<file path="src/rtl/ctrl_sequencer_if.sv">
// ctrl_sequencer_if: handshake and control bundle between the instruction path and the sequencer.
interface ctrl_sequencer_if #(parameter int CODE_W = 3);
    logic              start;
    logic [CODE_W-1:0] code;
    logic              mem_ready;
    logic [4:0]        state;
    logic              fetch_en;
    logic              load_en;
    logic              mov_en;
    logic              alu_en;
    logic [1:0]        alu_op;
    logic [3:0]        alu_stage;
    logic              instr_done;
    logic              illegal;
    logic              err_sticky;
    logic              busy;
    modport master (
        output start, code, mem_ready,
        input  state, fetch_en, load_en, mov_en, alu_en, alu_op, alu_stage,
               instr_done, illegal, err_sticky, busy
    );
    modport slave (
        input  start, code, mem_ready,
        output state, fetch_en, load_en, mov_en, alu_en, alu_op, alu_stage,
               instr_done, illegal, err_sticky, busy
    );
endinterface

</file>
<file path="src/rtl/ctrl_sequencer.sv">
// ctrl_sequencer: registered CPU control FSM with memory stalls, multi-cycle ALU execute and illegal-opcode flagging.
module ctrl_sequencer #(
    parameter int CODE_W     = 3,
    parameter int ALU_STAGES = 3
) (
    input logic            clk,
    input logic            rst,
    ctrl_sequencer_if.slave bus
);
    localparam logic [4:0] S_IDLE   = 5'b11111;
    localparam logic [4:0] S_FETCH  = 5'b10000;
    localparam logic [4:0] S_DECODE = 5'b00000;
    localparam logic [4:0] S_LOAD   = 5'b00001;
    localparam logic [4:0] S_MOV    = 5'b00010;
    localparam logic [4:0] S_EXEC   = 5'b00011;
    localparam logic [3:0] LAST     = 4'(ALU_STAGES - 1);
    logic [4:0] st, nx;
    logic [3:0] cnt;
    logic [1:0] op;
    logic       err;
    logic       bad_code, halt_code, alu_code, exec_last;
    assign bad_code  = bus.code > CODE_W'(6);
    assign halt_code = bus.code == CODE_W'(6);
    assign alu_code  = bus.code >= CODE_W'(2) && bus.code <= CODE_W'(5);
    assign exec_last = st == S_EXEC && cnt == LAST;
    always_comb begin
        nx = S_IDLE;
        case (st)
            S_IDLE:   nx = bus.start ? S_FETCH : S_IDLE;
            S_FETCH:  nx = bus.mem_ready ? S_DECODE : S_FETCH;
            S_DECODE: nx = bus.code == CODE_W'(0) ? S_LOAD :
                           bus.code == CODE_W'(1) ? S_MOV :
                           alu_code ? S_EXEC :
                           halt_code ? S_IDLE : S_FETCH;
            S_LOAD:   nx = bus.mem_ready ? S_FETCH : S_LOAD;
            S_MOV:    nx = S_FETCH;
            S_EXEC:   nx = exec_last ? S_FETCH : S_EXEC;
            default:  nx = S_IDLE;
        endcase
    end
    always_ff @(posedge clk) begin
        if (rst) begin
            st  <= S_IDLE;
            cnt <= '0;
            op  <= '0;
            err <= 1'b0;
        end else begin
            st  <= nx;
            cnt <= (st == S_EXEC && !exec_last) ? cnt + 4'd1 : 4'd0;
            if (st == S_DECODE && alu_code)
                op <= bus.code[1:0] - 2'd2;
            if (st == S_DECODE && bad_code)
                err <= 1'b1;
        end
    end
    assign bus.state      = st;
    assign bus.fetch_en   = st == S_FETCH;
    assign bus.load_en    = st == S_LOAD;
    assign bus.mov_en     = st == S_MOV;
    assign bus.alu_en     = st == S_EXEC;
    assign bus.alu_op     = st == S_EXEC ? op : 2'd0;
    assign bus.alu_stage  = st == S_EXEC ? cnt : 4'd0;
    // LOAD completion follows mem_ready combinationally; HALT completes in DECODE.
    assign bus.instr_done = (st == S_LOAD && bus.mem_ready) || st == S_MOV || exec_last ||
                            (st == S_DECODE && halt_code);
    assign bus.illegal    = st == S_DECODE && bad_code;
    assign bus.err_sticky = err;
    assign bus.busy       = st != S_IDLE;
endmodule

</file>
<file path="src/flat_wrapper.sv">
// flat-port wrapper written by rule: the top's interface ports become plain ports
module ctrl_sequencer_flat 
#(
    parameter int CODE_W     = 3,
    parameter int ALU_STAGES = 3
)
  (clk, rst, bus_start, bus_code, bus_mem_ready, bus_state, bus_fetch_en, bus_load_en, bus_mov_en, bus_alu_en, bus_alu_op, bus_alu_stage, bus_instr_done, bus_illegal, bus_err_sticky, bus_busy);
  ctrl_sequencer_if #(.CODE_W(CODE_W)) bus_i ();
  input logic clk;
  input logic rst;
  input wire logic [$bits(bus_i.start)-1:0] bus_start;
  input wire logic [$bits(bus_i.code)-1:0] bus_code;
  input wire logic [$bits(bus_i.mem_ready)-1:0] bus_mem_ready;
  output wire logic [$bits(bus_i.state)-1:0] bus_state;
  output wire logic [$bits(bus_i.fetch_en)-1:0] bus_fetch_en;
  output wire logic [$bits(bus_i.load_en)-1:0] bus_load_en;
  output wire logic [$bits(bus_i.mov_en)-1:0] bus_mov_en;
  output wire logic [$bits(bus_i.alu_en)-1:0] bus_alu_en;
  output wire logic [$bits(bus_i.alu_op)-1:0] bus_alu_op;
  output wire logic [$bits(bus_i.alu_stage)-1:0] bus_alu_stage;
  output wire logic [$bits(bus_i.instr_done)-1:0] bus_instr_done;
  output wire logic [$bits(bus_i.illegal)-1:0] bus_illegal;
  output wire logic [$bits(bus_i.err_sticky)-1:0] bus_err_sticky;
  output wire logic [$bits(bus_i.busy)-1:0] bus_busy;
  assign bus_i.start = bus_start;
  assign bus_i.code = bus_code;
  assign bus_i.mem_ready = bus_mem_ready;
  assign bus_state = bus_i.state;
  assign bus_fetch_en = bus_i.fetch_en;
  assign bus_load_en = bus_i.load_en;
  assign bus_mov_en = bus_i.mov_en;
  assign bus_alu_en = bus_i.alu_en;
  assign bus_alu_op = bus_i.alu_op;
  assign bus_alu_stage = bus_i.alu_stage;
  assign bus_instr_done = bus_i.instr_done;
  assign bus_illegal = bus_i.illegal;
  assign bus_err_sticky = bus_i.err_sticky;
  assign bus_busy = bus_i.busy;
  ctrl_sequencer #(.CODE_W(CODE_W), .ALU_STAGES(ALU_STAGES)) u_core (.clk(clk), .rst(rst), .bus(bus_i));
endmodule
</file>
<file path="config.mk">
export PLATFORM = sky130hd
export DESIGN_NAME = ctrl_sequencer_flat
export DESIGN_NICKNAME = d
export VERILOG_FILES = /design/src/rtl/ctrl_sequencer_if.sv /design/src/rtl/ctrl_sequencer.sv /design/src/flat_wrapper.sv
export SDC_FILE = /design/constraint.sdc
export NUM_CORES = 1
export LEC_CHECK = 0
export BUFFER_PORTS_ARGS = -buffer_cell sky130_fd_sc_hd__buf_2
export CORE_MARGIN = 5
export CORE_UTILIZATION = 47
export CTS_CLUSTER_SIZE = 28
export DETAILED_ROUTE_END_ITERATION = 10
export PLACE_DENSITY = 0.85
export SLEW_MARGIN = 15
export SYNTH_ARGS = -nofsm -noshare
export SYNTH_HDL_FRONTEND = slang
export SYNTH_SLANG_ARGS = --single-unit
</file>
<file path="constraint.sdc">
create_clock -name clk -period 1.9 [get_ports clk]
set_clock_uncertainty 0.1 [all_clocks]
set_input_delay 0.095 -clock clk [delete_from_list [all_inputs] [get_ports clk]]
set_output_delay 0.095 -clock clk [all_outputs]
set_load 0.01 [all_outputs]
</file>
==> key figures, run 1 <==
Status
  – Status: completed

Final layout
  – Fillers: 145
  – Nets: 111
  – Most common cell after layout, fill and taps aside: buf_2
  – Syn-to-layout area delta: 22.0%
  – Share of layout cells above drive strength 1: 0.455
  – Final core occ: 0.597
  – # diodes: 0
  – Commonest cells after routing, fill and taps aside: buf_2 (25), dfxtp_1 (9), and2_1 (5), nand3_1 (4)
  – Filler-free cell count of the finished design: 117

Critical path
  – CP Data Arrival Time: 1.67 ns
  – Reg2reg path depth: 4
  – Critical path's slowest cell: or3b_4
  – Crit. End Element: output port
  – Instance count on the critical path: 6
  – Required time of the critical path: 1.70 ns
  – CP startpoint kind: flip-flop
  – Worst path buffer plus inverter count: 2
  – Worst setup path class: flip-flop to output port
  – Worst path cell trace: inv_2 > ha_4 > or3b_4 > a311o_1 > nand2_1 > buf_2
  – CP peak stage delay: 0.37 ns
  – Crit path max-delay family: simple AND/OR/NAND/NOR gates
  – Maximum net fanout on the critical path: 2

Job
  – Max cap viols: 0

Yosys
  – Cell Area, Synth: 728 um^2
  – Mapped Cells: 76
  – Prevailing post-synth register cell: dfxtp_1
  – FF+latch count, synth: 11
  – Synth warn: 0
  – Number of flops mapped to enable cells by yosys: 0
  – Mapped Nets: 85
  – Asr flop ratio synth: 0
  – Register area share after synthesis: 0.302
  – Cell variety after synth: 43
  – Syn avg cell area: 9.58 um^2

Floorplan
  – Die Height: 49.4 um
  – Core ar.: 1490 um^2
  – Die W: 49.4 um
  – Die ar.: 2440 um^2
  – # IOs: 26
  – Initial Util: 0.489
  – # rows: 14

STA
  – Final Hold Vio Count: 0
  – Unrepaired setup endpoints after global routing: yes
  – Achievable Freq: 0.536 GHz
  – Final Critical Period: 1.87 ns
  – Worst slew pin tran: 0.528 ns
  – Worst slew margin: 0.648
  – Final worst-path cycle share: 0.982
  – Final worst setup slack: 0.0341 ns
  – Setup violations, final: 0
  – Fin. max-slew vios: 0

Place
  – Placed insts: 112
  – DPL Wire Length: 1250 um
  – Pre-CTS setup slack: 0.249 ns
  – Number of port buffers: 25
  – Placer congestion estimate: 0.739

Detailed routing
  – Vias post-DR: 663
  – Drt drc: 0
  – Initial detailed-routing violation count: 9
  – Total Routed Length: 1660 um
  – Vias per inst: 5.67
  – Wirelength per Cell: 14.2 um
  – Post-route ant nets: 0
  – Drt first pass iters: 5

Pwr
  – PD cells: 536 nW/um^2
  – Max VDD drop: 0.000279 V
  – Lkg Pwr: 0.370 nW

Clocking
  – Clock Path Buffers: 2
  – TritonCTS Buffers: 3
  – Hold-fix buffers, CTS: 0
  – Root buf cell: clkbuf_4
  – Clk_lat worst skew: 0.27 ns
  – CTS tree: done
  – Clock Pin Slew Worst Setup and Hold Paths: 0.07 ns
  – # H-tree levels: 1
  – TritonCTS Sinks: 11

Global route
  – Overall overflow remaining after global route: 0
  – Total track usage: 0.138
  – Initial antenna violation count: 0
  – Largest net degree at the start of global routing: 14
  – Number of global-route vias before repair: 618
  – First-pass GRT wire length: 2690 um

Hold path
  – Hold Path Stages: 3
  – Hold WC Path Type: primary input to flip-flop
-- layout make-up --
type                    count  area [um^2]  share of cell area
multi-input cells          55          464               0.523
clock buffers               4         26.3              0.0296
well taps                  16         20.0              0.0225
inverters                   4         15.0              0.0169
repair buffers             27          140               0.158
flip-flops and latches     11          223               0.251
-- cell families after synthesis --
| logic type | after synthesis | share of synthesized area |
|---|---|---|
| simple gates | 38 | 0.412 |
| flops | 11 | 0.302 |
| fa+ha+maj | 2 | 0.0344 |
| buf+inv | 10 | 0.0807 |
| mux | 1 | 0.0137 |
| compound gates | 11 | 0.120 |
| xor+xnor | 3 | 0.0361 |
-- final timing paths --
path	end	start	slack, ns
min	u_core.op[0]	bus_code[0]	0.04
min reg2reg	u_core.bus.err_sticky	u_core.bus.err_sticky	0.39
max reg2reg	u_core.op[1]	u_core.bus.state[0]	0.41
max	bus_instr_done	u_core.cnt[0]	0.03
-- state kept, by name (all words and copies together) (netlist names) --
signal	flops
u_core.op	2
u_core.bus.err_sticky	1
u_core.bus.state	4
u_core.cnt	4
-- power by group --
part	internal (mW)	leakage, nW	switching [mW]
Clock	0.0812	0.0150	0.0821
Sequential	0.235	0.0903	0.0171
Combinational	0.0272	0.264	0.0336
Total	0.344	0.370	0.133
-- stage by stage --
step / total power, mW / hold WS [ns] / instance area (um^2) / setup TNS, ns
2_1_floorplan: 0.295 / 0.124 / 728 / 0
3_3_place_gp: 0.315 / 0.306 / 837 / 0
3_5_place_dp: 0.318 / 0.315 / 837 / 0
4_1_cts: 0.480 / 0.0281 / 886 / -0.0167
5_1_grt: 0.498 / 0.0475 / 888 / -0.0341
6_report: 0.477 / 0.0416 / 888 / 0
-- cells in the mapped netlist (all sizes together), types with 2 or more instances --
cell | number | area [um^2]
nor2 | 2 | 10.0
dfxtp | 11 | 220
buf | 5 | 40.0
and2 | 5 | 31.3
nand2b | 3 | 18.8
xor2 | 2 | 17.5
a21oi | 3 | 15.0
nand2 | 2 | 7.51
nor3 | 3 | 20.0
nand4b | 2 | 17.5
nor4 | 3 | 33.8
nand3 | 5 | 30.0
inv | 4 | 15.0
ha | 2 | 25.0
nor4b | 4 | 47.6
-- routing by layer --
metal  GRT usage  share of wire
met5           0              0
met4      0.0583         0.0036
met3      0.0367          0.063
met2       0.219           0.49
met1       0.174           0.45
-- repair_timing --
action,CTS,global route
endpoints found under the setup margin,1,1
resized for setup,5,1
setup buffers,1,0
pin swaps,3,2
-- tightest hold or removal path, cell delays in order --
cell     delay [ns]
buf_2          0.14
nand3_1        0.07
a21oi_1        0.05
(Power assumes the default switching activity.)
==> run 2, diff against run 1 <==
--- a/config.mk
+++ b/config.mk
@@ -11,6 +11,8 @@
 export CTS_CLUSTER_SIZE = 28
 export DETAILED_ROUTE_END_ITERATION = 10
 export PLACE_DENSITY = 0.85
+export RECOVER_POWER = 25
+export REMOVE_ABC_BUFFERS = 1
 export SLEW_MARGIN = 15
 export SYNTH_ARGS = -nofsm -noshare
 export SYNTH_HDL_FRONTEND = slang
==> key figures, run 2 (synthesis gave the netlist of run 1 again) <==
STA
  – Achievable Freq: 0.533 GHz (-0.63%)
  – Setup violations, final: 0 (unchanged)
  – Worst slew margin: 0.648 (+0.000773)
  – Final Hold Vio Count: 0 (unchanged)
  – Worst Hold Slack: 0.0184 ns (-0.0232 ns)
  – Worst slew pin tran: 0.527 ns (-0.00116 ns)
  – Unrepaired setup endpoints after global routing: yes
  – Fin. max-slew vios: 0 (unchanged)
  – Final Critical Period: 1.88 ns (+0.0118 ns)
  – Final worst-path cycle share: 0.988 (+0.00623)
  – Final worst setup slack: 0.0223 ns (-0.0118 ns)

Pwr
  – Combinational fraction of design power: 0.117 (-0.011)
  – Clk pwr share: 0.340 (-0.003)
  – Lkg Pwr: 0.368 nW (-0.44%)
  – Pint: 0.341 mW (-0.78%)
  – Total power: 0.468 mW (-1.8%)
  – Sw Share: 0.271 (-0.00748)
  – PD cells: 522 nW/um^2 (-2.8%)
  – Reg power frac: 0.543 (+0.013)
  – Max VDD drop: 0.000442 V (+58%)
  – Switching pwr: 0.127 mW (-4.4%)

Detailed routing
  – Wirelength per Cell: 14.5 um (+2.0%)
  – Drt first pass iters: 4 (-1)
  – Initial detailed-routing violation count: 20 (+11)
  – Vias post-DR: 673 (+1.5%)
  – Post-route ant nets: 0 (unchanged)
  – Vias per inst: 5.70 (+0.65%)
  – Total Routed Length: 1710 um (+2.9%)
  – Drt drc: 0 (unchanged)

Final layout
  – Most common cell after layout, fill and taps aside: buf_2
  – Final core occ: 0.603 (+0.00588)
  – Commonest cells after routing, fill and taps aside: buf_2 (23), dfxtp_1 (8), and2_1 (5), nand3_1 (4)
  – Nets: 112 (+0.90%)
  – Filler-free cell count of the finished design: 118 (+0.85%)
  – Sequential cell area: 226 um^2 (+1.7%)
  – Syn-to-layout area delta: 23.2%
  – Multi-input logic area: 464 um^2 (unchanged)
  – # diodes: 0 (unchanged)
  – Fillers: 119 (-18%)
  – Share of layout cells above drive strength 1: 0.451 (-0.00447)

Critical path
  – Maximum net fanout on the critical path: 2 (unchanged)
  – Worst path cell trace: inv_2 > ha_4 > or3b_4 > a311o_1 > nand2_1 > buf_2
  – Crit. End Element: output port
  – CP Data Arrival Time: 1.68 ns (about the same)
  – Critical path's slowest cell: or3b_4
  – CP startpoint kind: flip-flop
  – Required time of the critical path: 1.70 ns (about the same)
  – Worst setup path class: flip-flop to output port
  – CP peak stage delay: 0.37 ns (about the same)

Clocking
  – Clock Pin Slew Worst Setup and Hold Paths: 0.07 ns (about the same)
  – Root buf cell: clkbuf_4
  – CTS tree: done
  – Clock Path Buffers: 2 (unchanged)
  – TritonCTS Buffers: 3 (unchanged)
  – TritonCTS Sinks: 11 (unchanged)
  – # H-tree levels: 1 (unchanged)
  – Clk_lat worst skew: 0.27 ns (about the same)

Floorplan
  – Die Height: 49.4 um (unchanged)
  – Die ar.: 2440 um^2 (unchanged)
  – Initial Util: 0.489 (unchanged)
  – # IOs: 26 (unchanged)
  – # rows: 14 (unchanged)
  – Die W: 49.4 um (unchanged)
  – Core ar.: 1490 um^2 (unchanged)

Status
  – Status: completed

Place
  – Placed insts: 111 (-0.89%)
  – Pre-CTS setup slack: 0.251 ns (+0.00132 ns)
  – Placer congestion estimate: 0.713 (-3.5%)
  – DPL Wire Length: 1200 um (-3.6%)
  – Number of port buffers: 25 (unchanged)

Global route
  – Overall overflow remaining after global route: 0 (unchanged)
  – Initial antenna violation count: 0 (unchanged)
  – Largest net degree at the start of global routing: 14 (unchanged)
  – Number of global-route vias before repair: 645 (+4.4%)
  – First-pass GRT wire length: 2920 um (+8.4%)
  – Total track usage: 0.150 (+0.0115)

Hold path
  – Hold WC Path Type: primary input to flip-flop

Job
  – Max cap viols: 0 (unchanged)
-- run 2: area by class of cell --
type,count,area share
multi-input combinational,55,0.517
sequential,11,0.252
timing repair buffer,28,0.162
clock buffer,4,0.0293
tap,16,0.0223
inverter,4,0.0167
-- run 2: what timing repair did --
item                       in CTS  in global routing
resized for setup               7                  1
pin swaps                       3                  2
hold buffers                    0                  0
buffers inserted                2                  1
setup endpoints to repair       1                  3
-- run 2: final timing paths --
path                                       startpoint                     to  slack, ns  depth (start not counted)
worst max-delay path                    u_core.cnt[0]         bus_instr_done       0.02                          6
worst min-delay path                              rst           u_core.op[1]       0.02                          2
worst max register to register          u_core.cnt[0]    u_core.bus.state[4]       0.40                          5
worst min register to register  u_core.bus.err_sticky  u_core.bus.err_sticky       0.39                          1
-- run 2: through the flow --
stage                     TNS (ns)  cell area [um^2]
final                            0               897
after global routing       -0.0480               897
after CTS                  -0.0201               891
after detailed placement         0               830
after global placement           0               830
after floorplan                  0               684
-- run 2: critical path, delay by kind of cell, from the launching register on --
kind / cells / cell delay (ns)
simple gates: 2 / 0.43
compound gates: 1 / 0.34
fa+ha+maj: 1 / 0.12
buf+inv: 2 / 0.19
flops: 1 / 0.33
-- run 2: power groups by stage --
stage | registers [mW] | logic (mW) | clock network [mW]
3_3_place_gp | 0.259 | 0.0532 | 0
4_1_cts | 0.254 | 0.0548 | 0.163
2_1_floorplan | 0.260 | 0.0243 | 0
6_report | 0.254 | 0.0547 | 0.159
3_5_place_dp | 0.261 | 0.0546 | 0
5_1_grt | 0.256 | 0.0596 | 0.182
-- run 2: layer usage --
layer,GRT usage,up-vias,part of all wire
li1,-,333,-
met1,0.169,319,0.41
met2,0.258,18,0.54
met3,0.0398,3,0.039
met4,0.0673,0,0.013
met5,0,-,0
==> run 3, diff against run 2 <==
--- a/config.mk
+++ b/config.mk
@@ -6,7 +6,7 @@
 export NUM_CORES = 1
 export LEC_CHECK = 0
 export BUFFER_PORTS_ARGS = -buffer_cell sky130_fd_sc_hd__buf_2
-export CORE_MARGIN = 5
+export CORE_MARGIN = 4
 export CORE_UTILIZATION = 47
 export CTS_CLUSTER_SIZE = 28
 export DETAILED_ROUTE_END_ITERATION = 10
==> key figures, run 3 (synthesis gave the netlist of run 1 again) <==
Critical path
  – Reg2reg path depth: 5 (unchanged)
  – Required time of the critical path: 1.70 ns (about the same)
  – CP Data Arrival Time: 1.69 ns (about the same)
  – FF-to-FF setup slack: 0.38 ns (-0.02 ns)
  – Crit. End Element: output port
  – Worst setup path class: flip-flop to output port
  – Worst r2r src: u_core.cnt[0]
  – Maximum net fanout on the critical path: 2 (unchanged)
  – CP startpoint kind: flip-flop
  – Crit path to: bus_instr_done
  – Reg2reg end: u_core.bus.state[4]
  – Crit. Startpoint: u_core.cnt[0]

Final layout
  – Nets: 112 (unchanged)
  – # diodes: 0 (unchanged)
  – Filler-free cell count of the finished design: 117 (-0.85%)
  – Final core occ: 0.643 (+0.0400)
  – Final instance area: 888 um^2 (-0.98%)
  – Commonest cells after routing, fill and taps aside: buf_2 (23), dfxtp_1 (7), and2_1 (5), nand3_1 (4)
  – Share of layout cells above drive strength 1: 0.441 (-0.00980)
  – Sequential cell area: 228 um^2 (+0.55%)
  – Most common cell after layout, fill and taps aside: buf_2
  – Fillers: 128 (+7.6%)
  – Syn-to-layout area delta: 22.0%
  – Multi-input logic area: 455 um^2 (-1.9%)

Global route
  – Number of global-route vias before repair: 573 (-11%)
  – Total track usage: 0.175 (+0.0246)
  – Initial antenna violation count: 0 (unchanged)
  – First-pass GRT wire length: 2640 um (-9.7%)
  – Largest net degree at the start of global routing: 14 (unchanged)
  – Overall overflow remaining after global route: 0 (unchanged)

STA
  – Final worst-path cycle share: 0.992 (+0.00410)
  – Fin. max-slew vios: 0 (unchanged)
  – Unrepaired setup endpoints after global routing: yes
  – Final Critical Period: 1.89 ns (+0.00779 ns)
  – Worst slew margin: 0.663 (+0.0145)
  – Worst Hold Slack: 0.0267 ns (+0.00822 ns)
  – Worst slew pin tran: 0.505 ns (-0.0217 ns)
  – Achievable Freq: 0.530 GHz (-0.41%)
  – Setup TNS: 0 ns (unchanged)
  – Final Hold Vio Count: 0 (unchanged)
  – Setup violations, final: 0 (unchanged)
  – Final worst setup slack: 0.0145 ns (-0.00779 ns)

Status
  – Status: completed

Detailed routing
  – Post-route ant nets: 0 (unchanged)
  – Vias per inst: 5.84 (+2.4%)
  – Total Routed Length: 1670 um (-2.6%)
  – Vias post-DR: 683 (+1.5%)
  – Wirelength per Cell: 14.2 um (-1.8%)
  – Initial detailed-routing violation count: 15 (-25%)
  – Drt first pass iters: 4 (unchanged)
  – Drt drc: 0 (unchanged)

Clocking
  – CTS tree: done
  – Clock Pin Slew Worst Setup and Hold Paths: 0.07 ns (about the same)
  – TritonCTS Buffers: 3 (unchanged)
  – Hold-fix buffers, CTS: 0 (unchanged)
  – Clk_lat worst skew: 0.27 ns (about the same)
  – Clock Path Buffers: 2 (unchanged)
  – Root buf cell: clkbuf_4
  – TritonCTS Sinks: 11 (unchanged)
  – # H-tree levels: 1 (unchanged)

Floorplan
  – Initial Util: 0.527 (+0.0376)
  – # IOs: 26 (unchanged)
  – # rows: 13 (-1)
  – Die ar.: 2240 um^2 (-7.9%)
  – Core ar.: 1380 um^2 (-7.1%)
  – Die W: 47.4 um (-4.1%)
  – Die Height: 47.4 um (-4.1%)

Place
  – Dpl cell area: 828 um^2 (-0.15%)
  – Number of port buffers: 25 (unchanged)
  – Placed insts: 110 (-0.90%)
  – Pre-CTS setup slack: 0.275 ns (+0.0242 ns)
  – DPL Wire Length: 1200 um (about the same)
  – Placer congestion estimate: 0.789 (+11%)

Pwr
  – Max VDD drop: 0.000365 V (-17%)
  – Total power: 0.467 mW (-0.28%)
  – PD cells: 525 nW/um^2 (+0.70%)
  – Lkg Pwr: 0.367 nW (-0.29%)

Job
  – Max cap viols: 0 (unchanged)

Hold path
  – Hold WC Path Type: primary input to flip-flop
[run 3: cell counts in the layout (fill, tap and decap cells not counted)]
No cell type changed its count.
[run 3: repair_timing]
item,CTS,global route
buffers inserted,2,1
gates resized for setup,7,2
endpoints found under the setup margin,1,6
endpoints found under the hold margin,0,0
pin swaps,3,1
cloned,0,0
[run 3: layer usage]
layer	routed length, um	global-route usage
met5	0	0
met4	16	0.0829
met3	94	0.0690
met2	850	0.267
met1	705	0.212
[run 3: critical path, cell delays in order, from the launching register on]
cell	delay [ns]
dfxtp_2	0.32
inv_2	0.07
ha_4	0.12
or3b_4	0.37
a311o_1	0.34
nand2_1	0.08
buf_2	0.12
[run 3: cell type report]
cell class	count	share of cell area
multi-input cells	55	0.513
flip-flops and latches	11	0.256
repair buffers	28	0.163
clock buffers	4	0.0296
well taps	15	0.0211
inverters	4	0.0169
[run 3: how the worst min path moves through the flow]
stage                     cells after the start           end   startpoint
after floorplan                               1  u_core.op[0]          rst
after global placement                        3  u_core.op[0]  bus_code[0]
after detailed placement                      3  u_core.op[0]  bus_code[0]
after CTS                                     3  u_core.op[0]  bus_code[0]
after global routing                          3  u_core.op[0]  bus_code[0]
final                                         3  u_core.op[0]  bus_code[0]
[run 3: power by group]
group / switching (mW) / total [mW] / leakage, nW / internal, mW
clock network: 0.0756 / 0.157 / 0.0150 / 0.0813
logic: 0.0308 / 0.0559 / 0.262 / 0.0251
registers: 0.0191 / 0.254 / 0.0899 / 0.235
